File: src/rtl/mpu_code_loader_pkg.sv
// Shared MPU package: loader FSM state encoding, instruction-half address
// constant, and the helper that forms a bridge address from a word index.
package mpu_code_loader_pkg;

    typedef enum logic [2:0] {
        ST_IDLE     = 3'd0,
        ST_FILL     = 3'd1,
        ST_WRITE    = 3'd2,
        ST_RD_ISSUE = 3'd3,
        ST_RD_WAIT  = 3'd4,
        ST_CHECK    = 3'd5,
        ST_DONE     = 3'd6,
        ST_ERROR    = 3'd7
    } loader_state_t;

    localparam int  WORD_IDX_W = 13;
    // Bit 15 of the low half selects instruction (0) vs data (1) memory.
    localparam logic INSTR_HALF = 1'b0;

    function automatic logic [31:0] mk_bridge_addr(input logic [15:0]           top,
                                                   input logic [WORD_IDX_W-1:0] idx);
        return {top, INSTR_HALF, idx, 2'b00};
    endfunction

endpackage

File: src/rtl/mpu_code_loader_packer.sv
// loader_word_packer: assembles four source bytes MSB-first into a 32-bit
// word and keeps running mod-2^32 sums of written and read-back words.
// Ports:
//   clk, rst_n        block clock, async active-low reset
//   i_clr             clear word, byte count and both sums (start of load)
//   i_byte_vld/i_byte accepted source byte
//   i_wr_acc          add current packed word to the write sum
//   i_rd_acc/i_rd_data add a read-back word to the read sum
//   o_word            packed word
//   o_last_byte       next accepted byte completes the word
//   o_sums_match      write sum equals read sum
module loader_word_packer
    import mpu_code_loader_pkg::*;
(
    input  logic        clk,
    input  logic        rst_n,
    input  logic        i_clr,
    input  logic        i_byte_vld,
    input  logic [7:0]  i_byte,
    input  logic        i_wr_acc,
    input  logic        i_rd_acc,
    input  logic [31:0] i_rd_data,
    output logic [31:0] o_word,
    output logic        o_last_byte,
    output logic        o_sums_match
);

    logic [31:0] r_word;
    logic [1:0]  r_byte_cnt;
    logic [31:0] r_wr_sum;
    logic [31:0] r_rd_sum;

    always_ff @(posedge clk or negedge rst_n) begin
        if (!rst_n) begin
            r_word     <= '0;
            r_byte_cnt <= '0;
            r_wr_sum   <= '0;
            r_rd_sum   <= '0;
        end else if (i_clr) begin
            r_word     <= '0;
            r_byte_cnt <= '0;
            r_wr_sum   <= '0;
            r_rd_sum   <= '0;
        end else begin
            if (i_byte_vld) begin
                // Shift left so the first byte of a word lands in [31:24].
                r_word     <= {r_word[23:0], i_byte};
                r_byte_cnt <= r_byte_cnt + 2'd1;
            end
            if (i_wr_acc) r_wr_sum <= r_wr_sum + r_word;
            if (i_rd_acc) r_rd_sum <= r_rd_sum + i_rd_data;
        end
    end

    assign o_word       = r_word;
    assign o_last_byte  = (r_byte_cnt == 2'd3);
    assign o_sums_match = (r_wr_sum == r_rd_sum);

endmodule

File: src/rtl/mpu_code_loader.sv
// mpu_code_loader: streams a byte image into MPU instruction memory over a
// simple bridge, reads every word back, and releases the MPU from reset only
// when the read-back sum equals the written sum.
// Ports:
//   clk, reset_n                       clock, async active-low reset
//   start, length_words                begin a load of length_words words
//   src_valid/src_ready/src_data       byte-stream source
//   bridge_addr/bridge_wr/bridge_wr_data/bridge_rd/bridge_rd_data  bridge
//   mpu_reset_n                        MPU held in reset while low
//   busy/done/error                    status
module mpu_code_loader
    import mpu_code_loader_pkg::*;
#(
    parameter logic [15:0] TOP_ADDRESS = 16'h8000,
    parameter int          RD_LATENCY  = 2
) (
    input  logic        clk,
    input  logic        reset_n,
    input  logic        start,
    input  logic [12:0] length_words,
    input  logic        src_valid,
    output logic        src_ready,
    input  logic [7:0]  src_data,
    output logic [31:0] bridge_addr,
    output logic        bridge_wr,
    output logic [31:0] bridge_wr_data,
    output logic        bridge_rd,
    input  logic [31:0] bridge_rd_data,
    output logic        mpu_reset_n,
    output logic        busy,
    output logic        done,
    output logic        error
);

    localparam int LAT_W = (RD_LATENCY > 1) ? $clog2(RD_LATENCY) : 1;
    localparam logic [LAT_W-1:0] LAT_LAST = LAT_W'(RD_LATENCY - 1);

    loader_state_t     r_state, w_state_nxt;
    logic [12:0]       r_word_idx;
    logic [12:0]       r_len;
    logic [LAT_W-1:0]  r_lat_cnt;

    logic [12:0] w_idx_inc;
    logic        w_load;
    logic        w_byte_acc;
    logic        w_wr_acc;
    logic        w_rd_acc;
    logic        w_last_byte;
    logic        w_sums_match;
    logic [31:0] w_word;

    assign w_idx_inc = r_word_idx + 13'd1;

    loader_word_packer u_packer (
        .clk          (clk),
        .rst_n        (reset_n),
        .i_clr        (w_load),
        .i_byte_vld   (w_byte_acc),
        .i_byte       (src_data),
        .i_wr_acc     (w_wr_acc),
        .i_rd_acc     (w_rd_acc),
        .i_rd_data    (bridge_rd_data),
        .o_word       (w_word),
        .o_last_byte  (w_last_byte),
        .o_sums_match (w_sums_match)
    );

    always_ff @(posedge clk or negedge reset_n) begin
        if (!reset_n) r_state <= ST_IDLE;
        else          r_state <= w_state_nxt;
    end

    always_comb begin
        w_state_nxt = r_state;
        w_load      = 1'b0;
        w_byte_acc  = 1'b0;
        w_wr_acc    = 1'b0;
        w_rd_acc    = 1'b0;
        src_ready   = 1'b0;
        bridge_wr   = 1'b0;
        bridge_rd   = 1'b0;
        bridge_addr = '0;
        mpu_reset_n = 1'b0;
        busy        = 1'b1;
        done        = 1'b0;
        error       = 1'b0;
        case (r_state)
            ST_IDLE, ST_DONE, ST_ERROR: begin
                busy        = 1'b0;
                done        = (r_state == ST_DONE);
                error       = (r_state == ST_ERROR);
                mpu_reset_n = (r_state == ST_DONE);
                if (start) begin
                    w_load      = 1'b1;
                    w_state_nxt = (length_words == 13'd0) ? ST_DONE : ST_FILL;
                end
            end
            ST_FILL: begin
                src_ready  = 1'b1;
                w_byte_acc = src_valid;
                if (src_valid && w_last_byte) w_state_nxt = ST_WRITE;
            end
            ST_WRITE: begin
                bridge_wr   = 1'b1;
                bridge_addr = mk_bridge_addr(TOP_ADDRESS, r_word_idx);
                w_wr_acc    = 1'b1;
                w_state_nxt = (w_idx_inc == r_len) ? ST_RD_ISSUE : ST_FILL;
            end
            ST_RD_ISSUE: begin
                bridge_rd   = 1'b1;
                bridge_addr = mk_bridge_addr(TOP_ADDRESS, r_word_idx);
                w_state_nxt = ST_RD_WAIT;
            end
            ST_RD_WAIT: begin
                if (r_lat_cnt == LAT_LAST) begin
                    w_rd_acc    = 1'b1;
                    w_state_nxt = (w_idx_inc == r_len) ? ST_CHECK : ST_RD_ISSUE;
                end
            end
            ST_CHECK: begin
                w_state_nxt = w_sums_match ? ST_DONE : ST_ERROR;
            end
            default: w_state_nxt = ST_IDLE;
        endcase
    end

    // Word index, latched length and read-latency counter.
    always_ff @(posedge clk or negedge reset_n) begin
        if (!reset_n) begin
            r_word_idx <= '0;
            r_len      <= '0;
            r_lat_cnt  <= '0;
        end else begin
            if (w_load) begin
                r_word_idx <= '0;
                r_len      <= length_words;
            end else if (r_state == ST_WRITE) begin
                // Read-back restarts from word 0 once the last word is written.
                r_word_idx <= (w_idx_inc == r_len) ? 13'd0 : w_idx_inc;
            end else if (w_rd_acc) begin
                r_word_idx <= w_idx_inc;
            end

            if (r_state == ST_RD_ISSUE)   r_lat_cnt <= '0;
            else if (r_state == ST_RD_WAIT) r_lat_cnt <= r_lat_cnt + LAT_W'(1);
        end
    end

    assign bridge_wr_data = w_word;

endmodule
File: config.mk
export PLATFORM = sky130hd
export DESIGN_NAME = mpu_code_loader
export DESIGN_NICKNAME = d
export VERILOG_FILES = /design/src/rtl/mpu_code_loader_pkg.sv /design/src/rtl/mpu_code_loader_packer.sv /design/src/rtl/mpu_code_loader.sv
export SDC_FILE = /design/constraint.sdc
export NUM_CORES = 1
export LEC_CHECK = 0
export BUFFER_PORTS_ARGS = -buffer_cell sky130_fd_sc_hd__buf_2
export CORE_MARGIN = 3
export CORE_UTILIZATION = 30
export DETAILED_ROUTE_END_ITERATION = 8
export PLACE_DENSITY = 0.5
export SYNTH_ARGS = -nofsm -noshare
export SYNTH_HDL_FRONTEND = slang
export SYNTH_HIERARCHICAL = 1
export SYNTH_SLANG_ARGS = --single-unit
File: constraint.sdc
create_clock -name clk -period 7.1 [get_ports clk]
set_input_delay 0 -clock clk [delete_from_list [all_inputs] [get_ports clk]]
set_output_delay 0 -clock clk [all_outputs]
set_load 0.02 [all_outputs]
; ---- Word-level counts from Yosys, hierarchy flattened
; Cells that the tools add are included.
[totals]
reg_bits = 128
out_inout_bits = 71
[classes]
add_sub_neg = 5
eq_ne = 13
mux = 34
n_reduce_logical = 11
[op_table]
columns = operator, n
row1 = 32-bit two-way mux, 7
row2 = 32-bit adder, 2
row3 = 13-bit two-way mux, 4
row4 = 32-bit equality test, 1
row5 = 3-bit case mux with 6 select lines, 1
row6 = 3-bit two-way mux, 5
row7 = 1-bit two-way mux, 14
row8 = 13-bit by 1-bit adder with 13-bit output (second input constant), 1
row9 = 13-bit equality test, 1
row10 = 13-bit logical NOT, 1
row11 = 3-bit equality test (second input constant), 4
row12 = 2-bit nonzero test, 4
row13 = 3-bit by 2-bit equality test with 1-bit output (second input constant), 2
row14 = 2-bit two-way mux, 3
row15 = 2-bit inequality test (second input constant), 3
row16 = 3-bit by 1-bit equality test with 1-bit output (second input constant), 1
row17 = 3-bit logical NOT, 1
row18 = 3-bit AND reduction, 1
row19 = 3-bit nonzero test, 1
row20 = 3-bit OR reduction, 1
row21 = 2-bit by 1-bit adder with 2-bit output (second input constant), 1
row22 = 2-bit equality test (second input constant), 1
row23 = 2-bit OR reduction, 1
row24 = 1-bit adder (second input constant), 1
row25 = 1-bit logical AND, 1

; ---- Depth between registers and ports, before layout
; Gate-level depths: netlist (run 1).
[logic_depth]
depth_word = 5
ltp_mapped = 12
ltp_nobuf = 12

; ---- Hierarchy
; Netlist (run 1), hierarchy kept.
[modules_own_cells]
columns = mod, instances, cells_each, area_each_um2, seq_area_each_um2
row1 = loader_word_packer, 1, 841, 7507.2, 2452.4
row2 = mpu_code_loader, 1, 295, 2296.0, 750.7

; ---- Worst setup path before layout (run 1)
; No wires, ideal clock.
[synth_path]
kind = register to register
start = register u_packer.r_word[0], in the netlist u_packer/o_word[0]
end = register u_packer.r_wr_sum[28]
setup_time_ps = 94
t_arrival_ps = 2750
required_time_ps = 7006
slack_ps = 4256
path_stages_with_launch = 13
path_buffers = 0
period_less_slack_ps = 2844
path_cell_list = dfrtp_1 -> ha_1 -> inv_1 -> fa_1 -> nor2b_1 -> o31a_1 -> o311a_1 -> o41ai_4 -> or3_1 -> o211ai_1 -> o221ai_1 -> xor2_1 -> a211oi_1
[synth_between]
elab_chain_len = 3
[synth_rtl]
columns = item, line
row1 = start: declaration, mpu_code_loader_packer.sv:28  ; logic [31:0] r_word;
row2 = start signal: assignment, mpu_code_loader_packer.sv:47  ; r_word <= {r_word[23:0], i_byte};
row3 = 32-bit adder, mpu_code_loader_packer.sv:50  ; if (i_wr_acc) r_wr_sum <= r_wr_sum + r_word;
row4 = 32-bit two-way mux, mpu_code_loader_packer.sv:50
row5 = 32-bit two-way mux, mpu_code_loader_packer.sv:39  ; end else if (i_clr) begin
row6 = end signal: assignment, mpu_code_loader_packer.sv:50
row7 = end: declaration, mpu_code_loader_packer.sv:30  ; logic [31:0] r_wr_sum;
; Every way passes these cells. The select of a mux whose other input is x is not followed.
; A chain may end at the register's enable or synchronous reset.

; ---- Worst setup path in the final report (run 1)
[layout_path]
start = register r_state[1]
end = register u_packer.r_wr_sum[12]
[layout_between]
elab_chain_len = 4
[layout_rtl]
columns = item, line
row1 = start: declaration, mpu_code_loader.sv:38  ; loader_state_t r_state, w_state_nxt;
row2 = start signal: assignment, mpu_code_loader.sv:70  ; else r_state <= w_state_nxt;
row3 = 3-bit equality test or 3-bit logical NOT (tied branches), mpu_code_loader.sv:87  ; case (r_state)
row4 = 3-bit OR reduction, mpu_code_loader.sv:87
row5 = 1-bit two-way mux, mpu_code_loader.sv:87
row6 = 32-bit two-way mux or 2-bit nonzero test (tied branches), -
; Several ways; a longest one is shown, not always the timed one.

==> flow_summary.ini, run 1 <==
[cts]
clk_latency_ns = 0.42
cts_resized = 0
htreeDepth = 4
cts_tree = yes
clk_pin_slew_ns = 0.07
cts_root_buffer = clkbuf_16
cts_setup_buffers = 0
clk_path_buf_depth = 2
cts_made_buffers = 17
ctsHoldBuffers = 23
clock_sinks = 128

[sta]
hold_viol_final = 0
setup_viol = 0
min_period_ns = 3.41
drv_slew = 0
worstMarginPinSlew_ns = 1.13
relSlewSlack_pct = 24.6
tns_ns = 0
clock_skew_ns = 0.0166
max_freq_mhz = 293
rsz0062_at_grt = no
min_period_over_period_pct = 48.0

[power_and_ir_drop]
switching_share_pct = 46.3
leakagePower_nw = 5.69
clkPwrFrac_pct = 19.4
p_sw_mw = 2.11
power_frac_comb_pct = 51.4
peakVddDrop_v = 0.000181
power.density_nw_per_um2 = 397
p_seq_share_pct = 29.1
p_int_mw = 2.45

[routing]
via_per_inst = 5.04
drtIter0Drc = 597
vias = 8529
ant_nets = 0
wire_per_inst_microns = 17.3
first_pass_iters = 4
drc = 0
wl_microns = 29300

[logic_synthesis]
yosysWarnings = 6
yosys.area_share.adder_pct = 8.83
synth_area_per_cell_sq_um = 8.63
async_reset_ff_share_pct = 100
synth.top_cells.by_area = dfrtp_1, ha_1, mux2i_1
synth.cell_area_sq_um = 9800
synth_top_flop_cell = dfrtp_1
ys_seq_area_share_pct = 32.7
synthMuxAreaShare_pct = 6.05
synth-compound-area-share_pct = 19.6
synth_edf_count = 0
synth-seq-cells = 128
yosys.area_share.xor_xnor_pct = 8.02
yosys.area_share.simple_pct = 20.3
synth_top_family_by_area = simple AND/OR/NAND/NOR gates
synth.largest_area_cell = dfrtp_1
synth_cells = 1136
ys_types = 78
synth_top_cell_area_share_pct = 32.7

[worst_setup_path]
worstSetupStartpointType = flip-flop
reg2regPathDepth = 8
crit_required_ns = 7.43
r2r-end = u_packer/r_wr_sum[12]
arrival_ns = 3.74
crit-reg2reg-launch = r_state[1]
cp_max_fo = 59
criticalPathCategory = reg -> reg
critPathCaptureType = flip-flop
r2r_slack_ns = 3.69

[global_route]
grt_pass1_vias = 8555
grt_max_degree = 67
grt_first_pass_wirelength_microns = 47200
antenna_found_initial = 0
overflow = 0
grt_use_total_pct = 16.9

[die]
row_count = 65
die_h_microns = 187
die_x_microns = 187
die-area_sq_um = 34900
initial_core_util_pct = 30.7
core_area_sq_um = 31900
ios = 128

[cells_and_area]
design_area_sq_um = 11500
fin_nets = 1370
drive_gt1_share_pct = 13.6
areaGrowthSynthToFinish_pct = 17.3
diodes = 0

[run_status]
status = finished clean

[place]
dp.final_hpwl_microns = 21900
gp_congestion = 0.881
placed_cell_area_sq_um = 10700
io_buffers = 109

[hold_path]
hp-class = in -> reg
holdPathStages = 4
hold_end = u_packer/r_rd_sum[1]
hold_path.startpoint = bridge_rd_data[1]

[run]
cap_violations = 0
cell usage after synthesis, types with 4 or more instances:
master	count
nand3_1	18
buf_4	21
mux2i_1	57
o21ai_0	45
a211oi_1	16
o21ai_1	4
buf_2	4
a22o_1	9
nor4_1	14
dfrtp_1	128
clkbuf_1	33
nor2_1	142
nor2b_1	17
or3_1	9
ha_1	66
xor2_1	51
o221ai_1	13
nand4_1	12
a211o_1	9
a21oi_1	63
xnor2_1	36
o211ai_1	11
nor3_1	21
a31oi_1	10
a31o_2	5
o21a_1	16
and2_1	25
nand2b_1	8
inv_1	29
buf_1	8
o31a_1	5
o21bai_1	9
and3_1	12
nand2_1	127
a21o_1	19
area by class of cell:
cell class,instances,area [sq um]
clock buffers,18,429
clock inverters,14,158
fillers,3365,20400
inverters,30,114
multi-input cells,929,6220
flip-flops and latches,128,3200
well taps,435,544
repair buffers,139,835
power groups by stage:
| stage | Combinational, mW | Clock, mW | Sequential, mW |
|---|---|---|---|
| finish | 2.35 | 0.888 | 1.33 |
| global route | 2.65 | 0.938 | 1.37 |
| CTS | 2.35 | 0.914 | 1.34 |
| detailed placement | 2.33 | 0 | 1.35 |
| global placement | 2.31 | 0 | 1.35 |
| floorplan | 1.76 | 0 | 1.25 |
worst max path at each step:
stage | startpoint | to | slack (ns) | depth (start not counted)
final | r_state[1] | u_packer/r_wr_sum[12] | 3.69 | 8
after global routing | r_state[1] | r_word_idx[11] | 3.41 | 7
after CTS | r_state[1] | u_packer/r_wr_sum[12] | 3.67 | 8
after detailed placement | r_state[1] | u_packer/r_wr_sum[12] | 3.69 | 8
after global placement | r_state[1] | u_packer/r_wr_sum[12] | 3.74 | 8
after floorplan | u_packer/o_word[0] | u_packer/r_wr_sum[28] | 4.26 | 12
metrics by stage:
step	total power [mW]	util (%)	setup WS [ns]	instances	hold slack [ns]
after floorplan	3.01	-	4.26	1153	-0.296
after global placement	3.66	33.5	3.74	1638	0.0639
after detailed placement	3.68	33.5	3.69	1638	0.0595
after CTS	4.61	36.1	3.67	1693	0.00948
after global routing	4.96	36.1	3.41	1693	0.0707
final	4.57	36.1	3.69	1693	0.0249
cell families (layout without fill, tap and decap cells):
logic type                 count (synthesis)  count (layout)
and+or+nand+nor                          424             424
AOI/OAI and AO/OA                        272             272
DFF                                      128             128
buffers and inverters                     96             201
xor gates and xnor gates                  88              88
adders and majority gates                 68              68
muxes                                     59              59
other                                      1              18
layer usage:
metal,vias to the layer above,GRT usage (%),wire length (microns)
li1,4264,-,-
met1,4077,23.0,14200
met2,157,28.0,13800
met3,31,2.37,826
met4,0,4.77,561
met5,-,0,0
cells in the final DEF (no fill, tap or decap), types with 5 or more instances in the layout:
cell type and instances:
a211o_1 9, a211oi_1 16, a21o_1 19, a21oi_1 63, a22o_1 9, a31o_2 5
a31oi_1 10, and2_1 24, and3_1 12, buf_2 108, buf_4 7, clkbuf_16 17
conb_1 18, dfrtp_1 128, dlygate4sd3_1 23, ha_1 66, inv_1 28, mux2i_1 57
nand2_1 127, nand2b_1 8, nand3_1 18, nand4_1 12, nor2_1 142, nor2b_1 17
nor3_1 21, nor4_1 14, o211ai_1 11, o21a_1 16, o21ai_0 45, o21bai_1 9
o221ai_1 13, o31a_1 5, or3_1 9, xnor2_1 36, xor2_1 51
state kept, by name (all words and copies together), names as in the netlist:
signal,cells
r_len,13
u_packer/r_byte_cnt,2
u_packer/r_rd_sum,32
r_lat_cnt,1
u_packer/r_wr_sum,32
r_state,3
r_word_idx,13
u_packer/o_word,32
critical path, cell delays in order, from the launching register on:
cell and delay, ns:
dfrtp_1 0.50, ha_1 0.28, o21ai_0 0.16, buf_4 0.22, clkinv_2 0.59, buf_4 0.59
nor2_1 0.74, nand2_1 0.12, o211ai_1 0.11
Note: power is estimated with default switching activity, not from simulation.
==> run 2, diff against run 1 <==
Clock period 7.1 ns to 3.5 ns, I/O delays scaled along.
==> run 2 against run 1 <==
  * Flip-flop and latch count unchanged
  * The run now ends with hold timing left
  * Combinational power grew 110%
  * Sequential share of layout area fell by 0.26 points
  * Largest cell class unchanged
==> flow_summary.ini, run 2 (synthesized netlist as in run 1, its figures left out) <==
[sta]
relSlewSlack_pct = 42.5
rsz0062_at_grt = no
setup_viol = 0
max_freq_mhz = 323
drv_slew = 0
setup_ws_ns = 0.403
clock_skew_ns = 0.0163
min_period_over_period_pct = 88.5
min_period_ns = 3.10
hold_viol_final = 1
worstMarginPinSlew_ns = 0.860
tns_ns = 0
whs_ns = -0.00198

[power_and_ir_drop]
leakagePower_nw = 5.75
peakVddDrop_v = 0.000381
power.density_nw_per_um2 = 819
p_total_mw = 9.51

[cts]
clk_path_buf_depth = 2
cts_made_buffers = 17
clk_pin_slew_ns = 0.06
cts_tree = yes
clock_sinks = 128
cts_resized = 0
clk_latency_ns = 0.43
htreeDepth = 4
cts_root_buffer = clkbuf_16

[die]
die-area_sq_um = 34900
core_area_sq_um = 31900
die_h_microns = 187
ios = 128
die_x_microns = 187
initial_core_util_pct = 30.7
row_count = 65

[routing]
wire_per_inst_microns = 17.5
via_per_inst = 5.08
wl_microns = 29800
ant_nets = 0
drtIter0Drc = 416
drc = 0
first_pass_iters = 4
vias = 8642

[global_route]
grt_pass1_vias = 8584
grt_first_pass_wirelength_microns = 47800
overflow = 0
grt_max_degree = 67
antenna_found_initial = 0
grt_use_total_pct = 17.1

[cells_and_area]
fin_nets = 1377
final_common_cell = nor2_1
areaGrowthSynthToFinish_pct = 18.5
design_area_sq_um = 11600
nFillCells = 3365
area.sequential_sq_um = 3200
drive_gt1_share_pct = 14.2
multiInputGateArea_sq_um = 6220
diodes = 0
final_cell_mix = nor2_1, dfrtp_1, nand2_1
fin_cells = 1700

[run_status]
violations = hold timing
status = finished with violations

[worst_setup_path]
crit_required_ns = 3.81
worstSetupStartpointType = flip-flop
cp_max_fo = 5
criticalPathCategory = reg -> reg
arrival_ns = 3.41
critPathCaptureType = flip-flop

[place]
gp_congestion = 0.857
place_ws_ns = 0.447
placed_cell_area_sq_um = 10800
io_buffers = 109
dp_cells = 1646
dp.final_hpwl_microns = 22300

[hold_path]
hp-class = in -> reg

[run]
cap_violations = 0
-- run 2: through the flow --
step                      hold WS [ns]  util [%]
after global routing            0.0563      36.4
after floorplan                 -0.296         -
after global placement          0.0650      33.7
final                         -0.00198      36.4
after detailed placement        0.0700      33.7
after CTS                     0.000423      36.4
-- run 2: area by class of cell --
cell class	instances	share of cell area, %
Sequential cell	128	27.6
Tap cell	435	4.69
Multi-Input combinational cell	929	53.6
Inverter	30	0.980
Clock inverter	14	1.76
Timing Repair Buffer	146	7.73
Clock buffer	18	3.70
-- run 2: power breakdown --
part           internal [mW]  leakage, nW  switching, mW  total [mW]
clock                   1.21        0.304          0.742        1.95
combinational           1.97         3.71           2.88        4.86
sequential              1.99         1.73          0.714        2.70
total                   5.17         5.75           4.34        9.51
-- run 2: per-layer routing --
| metal | global-route usage [%] | part of all wire [%] |
|---|---|---|
| met4 | 4.71 | 1.8 |
| met2 | 28.8 | 48 |
| met3 | 2.80 | 3.3 |
| met1 | 22.9 | 47 |
| met5 | 0 | 0 |
-- run 2: repair_timing --
item,in CTS,in global routing
setup endpoints to repair,0,0
endpoints found under the hold margin,86,0
buffers inserted,0,0
hold buffers,22,0
-- run 2: final timing paths --
| kind | start | endpoint | cells after the start | slack [ns] |
|---|---|---|---|---|
| worst min-delay path | bridge_rd_data[0] | u_packer/r_rd_sum[0] | 4 | -0.002 |
| worst max register to register | u_packer/r_wr_sum[0] | u_packer/r_wr_sum[28] | 12 | 0.40 |
| worst min register to register | r_len[12] | r_len[12] | 2 | 0.51 |
| worst max-delay path | u_packer/r_wr_sum[0] | u_packer/r_wr_sum[28] | 12 | 0.40 |
| min in group asynchronous | reset_n | u_packer/r_rd_sum[24] | 2 | 0.14 |
| max in group asynchronous | reset_n | u_packer/o_word[13] | 3 | 2.55 |
-- run 2: critical path, cell delays in order, from the launching register on --
cell	delay [ns]
dfrtp_1	0.43
ha_1	0.23
inv_1	0.08
fa_1	0.20
nor2b_1	0.06
o31a_1	0.29
o311a_1	0.37
o41ai_4	0.46
or3_1	0.18
o211ai_1	0.14
o221ai_1	0.22
xor2_1	0.09
a211oi_1	0.24
==> run 3, diff against run 2 <==
Settings changed: CORE_UTILIZATION 30 to 59, PLACE_DENSITY 0.5 to 0.78.
==> run 3 against run 2 <==
  * Clock power is 16% lower
  * Highest routed layer unchanged
  * Maximum frequency is 1.4% higher
  * The run now ends clean
  * Critical path type unchanged
  * Cell count down 13%
==> flow_summary.ini, run 3 (synthesized netlist as in run 1, its figures left out) <==
[cts]
clk_pin_slew_ns = 0.06
cts_root_buffer = clkbuf_16
cts_setup_buffers = 0
clk_latency_ns = 0.42
cts_made_buffers = 17
clock_sinks = 128
htreeDepth = 4
cts_tree = yes
clk_path_buf_depth = 2

[sta]
rsz0062_at_grt = no
min_period_over_period_pct = 87.3
relSlewSlack_pct = 41.3
drv_slew = 0
max_freq_mhz = 327
tns_ns = 0
clock_skew_ns = 0.00918
whs_ns = 0.0636
setup_ws_ns = 0.446
setup_viol = 0
worstMarginPinSlew_ns = 0.881
min_period_ns = 3.05
hold_viol_final = 0

[power_and_ir_drop]
switching_share_pct = 46.1
power_frac_comb_pct = 52.7
leakagePower_nw = 5.70
peakVddDrop_v = 0.000520
clkPwrFrac_pct = 17.8
p_int_mw = 4.92
p_sw_mw = 4.20
p_seq_share_pct = 29.5
power.density_nw_per_um2 = 811

[die]
die-area_sq_um = 18200
die_h_microns = 135
ios = 128
row_count = 46
initial_core_util_pct = 61.0
core_area_sq_um = 16100
die_x_microns = 135

[place]
dp_cells = 1424
dp.final_hpwl_microns = 19300
gp_congestion = 0.940
place_ws_ns = 0.475
io_buffers = 109

[worst_setup_path]
arrival_ns = 3.38
worstSetupStartpointType = flip-flop
crit_required_ns = 3.83
crit_family = compound AO/OA/AOI/OAI gates
criticalPathCategory = reg -> reg
slowest_stage = o41ai_4
cp_num_buf_inv = 1
critPathCaptureType = flip-flop
slowest_delay_ns = 0.46
crit_path_cell_trace = ha_1 -> inv_1 -> fa_1 -> nor2b_1 -> o31a_1 -> o311a_1 -> o41ai_4 -> or3_1 -> o211ai_1 -> o221ai_1 -> xor2_1 -> a211oi_1
cp_max_fo = 5

[cells_and_area]
fin_cells = 1479
diodes = 0
fin_nets = 1375
areaGrowthSynthToFinish_pct = 14.6
area.sequential_sq_um = 3200
nFillCells = 1282
multiInputGateArea_sq_um = 6220
final_common_cell = nor2_1
drive_gt1_share_pct = 13.9
final_cell_mix = nor2_1, dfrtp_1, nand2_1

[global_route]
grt_pass1_vias = 8724
grt_first_pass_wirelength_microns = 42600
antenna_found_initial = 0
grt_use_total_pct = 29.1
overflow = 0
grt_max_degree = 68

[run]
cap_violations = 0

[routing]
vias = 8882
drtIter0Drc = 554
drc = 0
ant_nets = 0
first_pass_iters = 5
wl_microns = 26200
wire_per_inst_microns = 17.7
via_per_inst = 6.01

[hold_path]
hp-class = in -> reg

[run_status]
status = finished clean
-- run 3: area by class of cell --
class                           count  area share (%)
Multi-Input combinational cell    929            55.4
Clock buffer                       23            4.34
Inverter                           30            1.01
Tap cell                          216            2.41
Timing Repair Buffer              144            7.84
Sequential cell                   128            28.5
Clock inverter                      9           0.523
-- run 3: path summary, 6_finish.rpt --
check / cells past startpoint / slack (ns) / start / end
worst max-delay path: 12 / 0.45 / u_packer/o_word[0] / u_packer/r_wr_sum[28]
worst min register to register: 2 / 0.50 / r_len[1] / r_len[1]
worst min-delay path: 4 / 0.06 / bridge_rd_data[31] / u_packer/r_rd_sum[31]
max in group asynchronous: 3 / 2.42 / reset_n / u_packer/r_wr_sum[16]
worst max register to register: 12 / 0.45 / u_packer/o_word[0] / u_packer/r_wr_sum[28]
min in group asynchronous: 2 / 0.23 / reset_n / u_packer/r_rd_sum[24]
-- run 3: timing repair --
item / 4_1_cts / 5_1_grt
setup endpoints to repair: 0 / 0
endpoints found under the hold margin: 88 / 0
hold buffers: 23 / 0
gates resized for setup: 0 / 0
-- run 3: tightest hold or removal path: cells and delay by family --
kind | cells | cell delay (ns)
buf+inv | 1 | 0.12
simple gates | 1 | 0.06
mux | 2 | 0.26
-- run 3: power by group through the flow --
| stage | Clock (mW) | Sequential, mW | Combinational [mW] |
|---|---|---|---|
| after global routing | 1.72 | 2.74 | 5.33 |
| after global placement | 0 | 2.68 | 4.59 |
| after detailed placement | 0 | 2.69 | 4.70 |
| after CTS | 1.65 | 2.68 | 4.77 |
| final | 1.63 | 2.69 | 4.80 |
| after floorplan | 0 | 2.53 | 3.57 |
-- run 3: layer usage --
metal / track usage (%) / share of wire, % / vias to the layer above
met2: 50.3 / 50 / 316
li1: - / - / 4282
met5: 0 / 0 / -
met3: 4.47 / 4.9 / 72
met1: 36.1 / 42 / 4212
met4: 12.7 / 3.1 / 0
-- run 3: stage by stage --
step           utilization [%]  power, mW  area, sq um
6_report                  70.0       9.11        11200
3_5_place_dp              65.1       7.39        10500
2_1_floorplan                -       6.10         9870
4_1_cts                   70.0       9.09        11200
5_1_grt                   70.0       9.80        11200
3_3_place_gp              65.1       7.27        10500
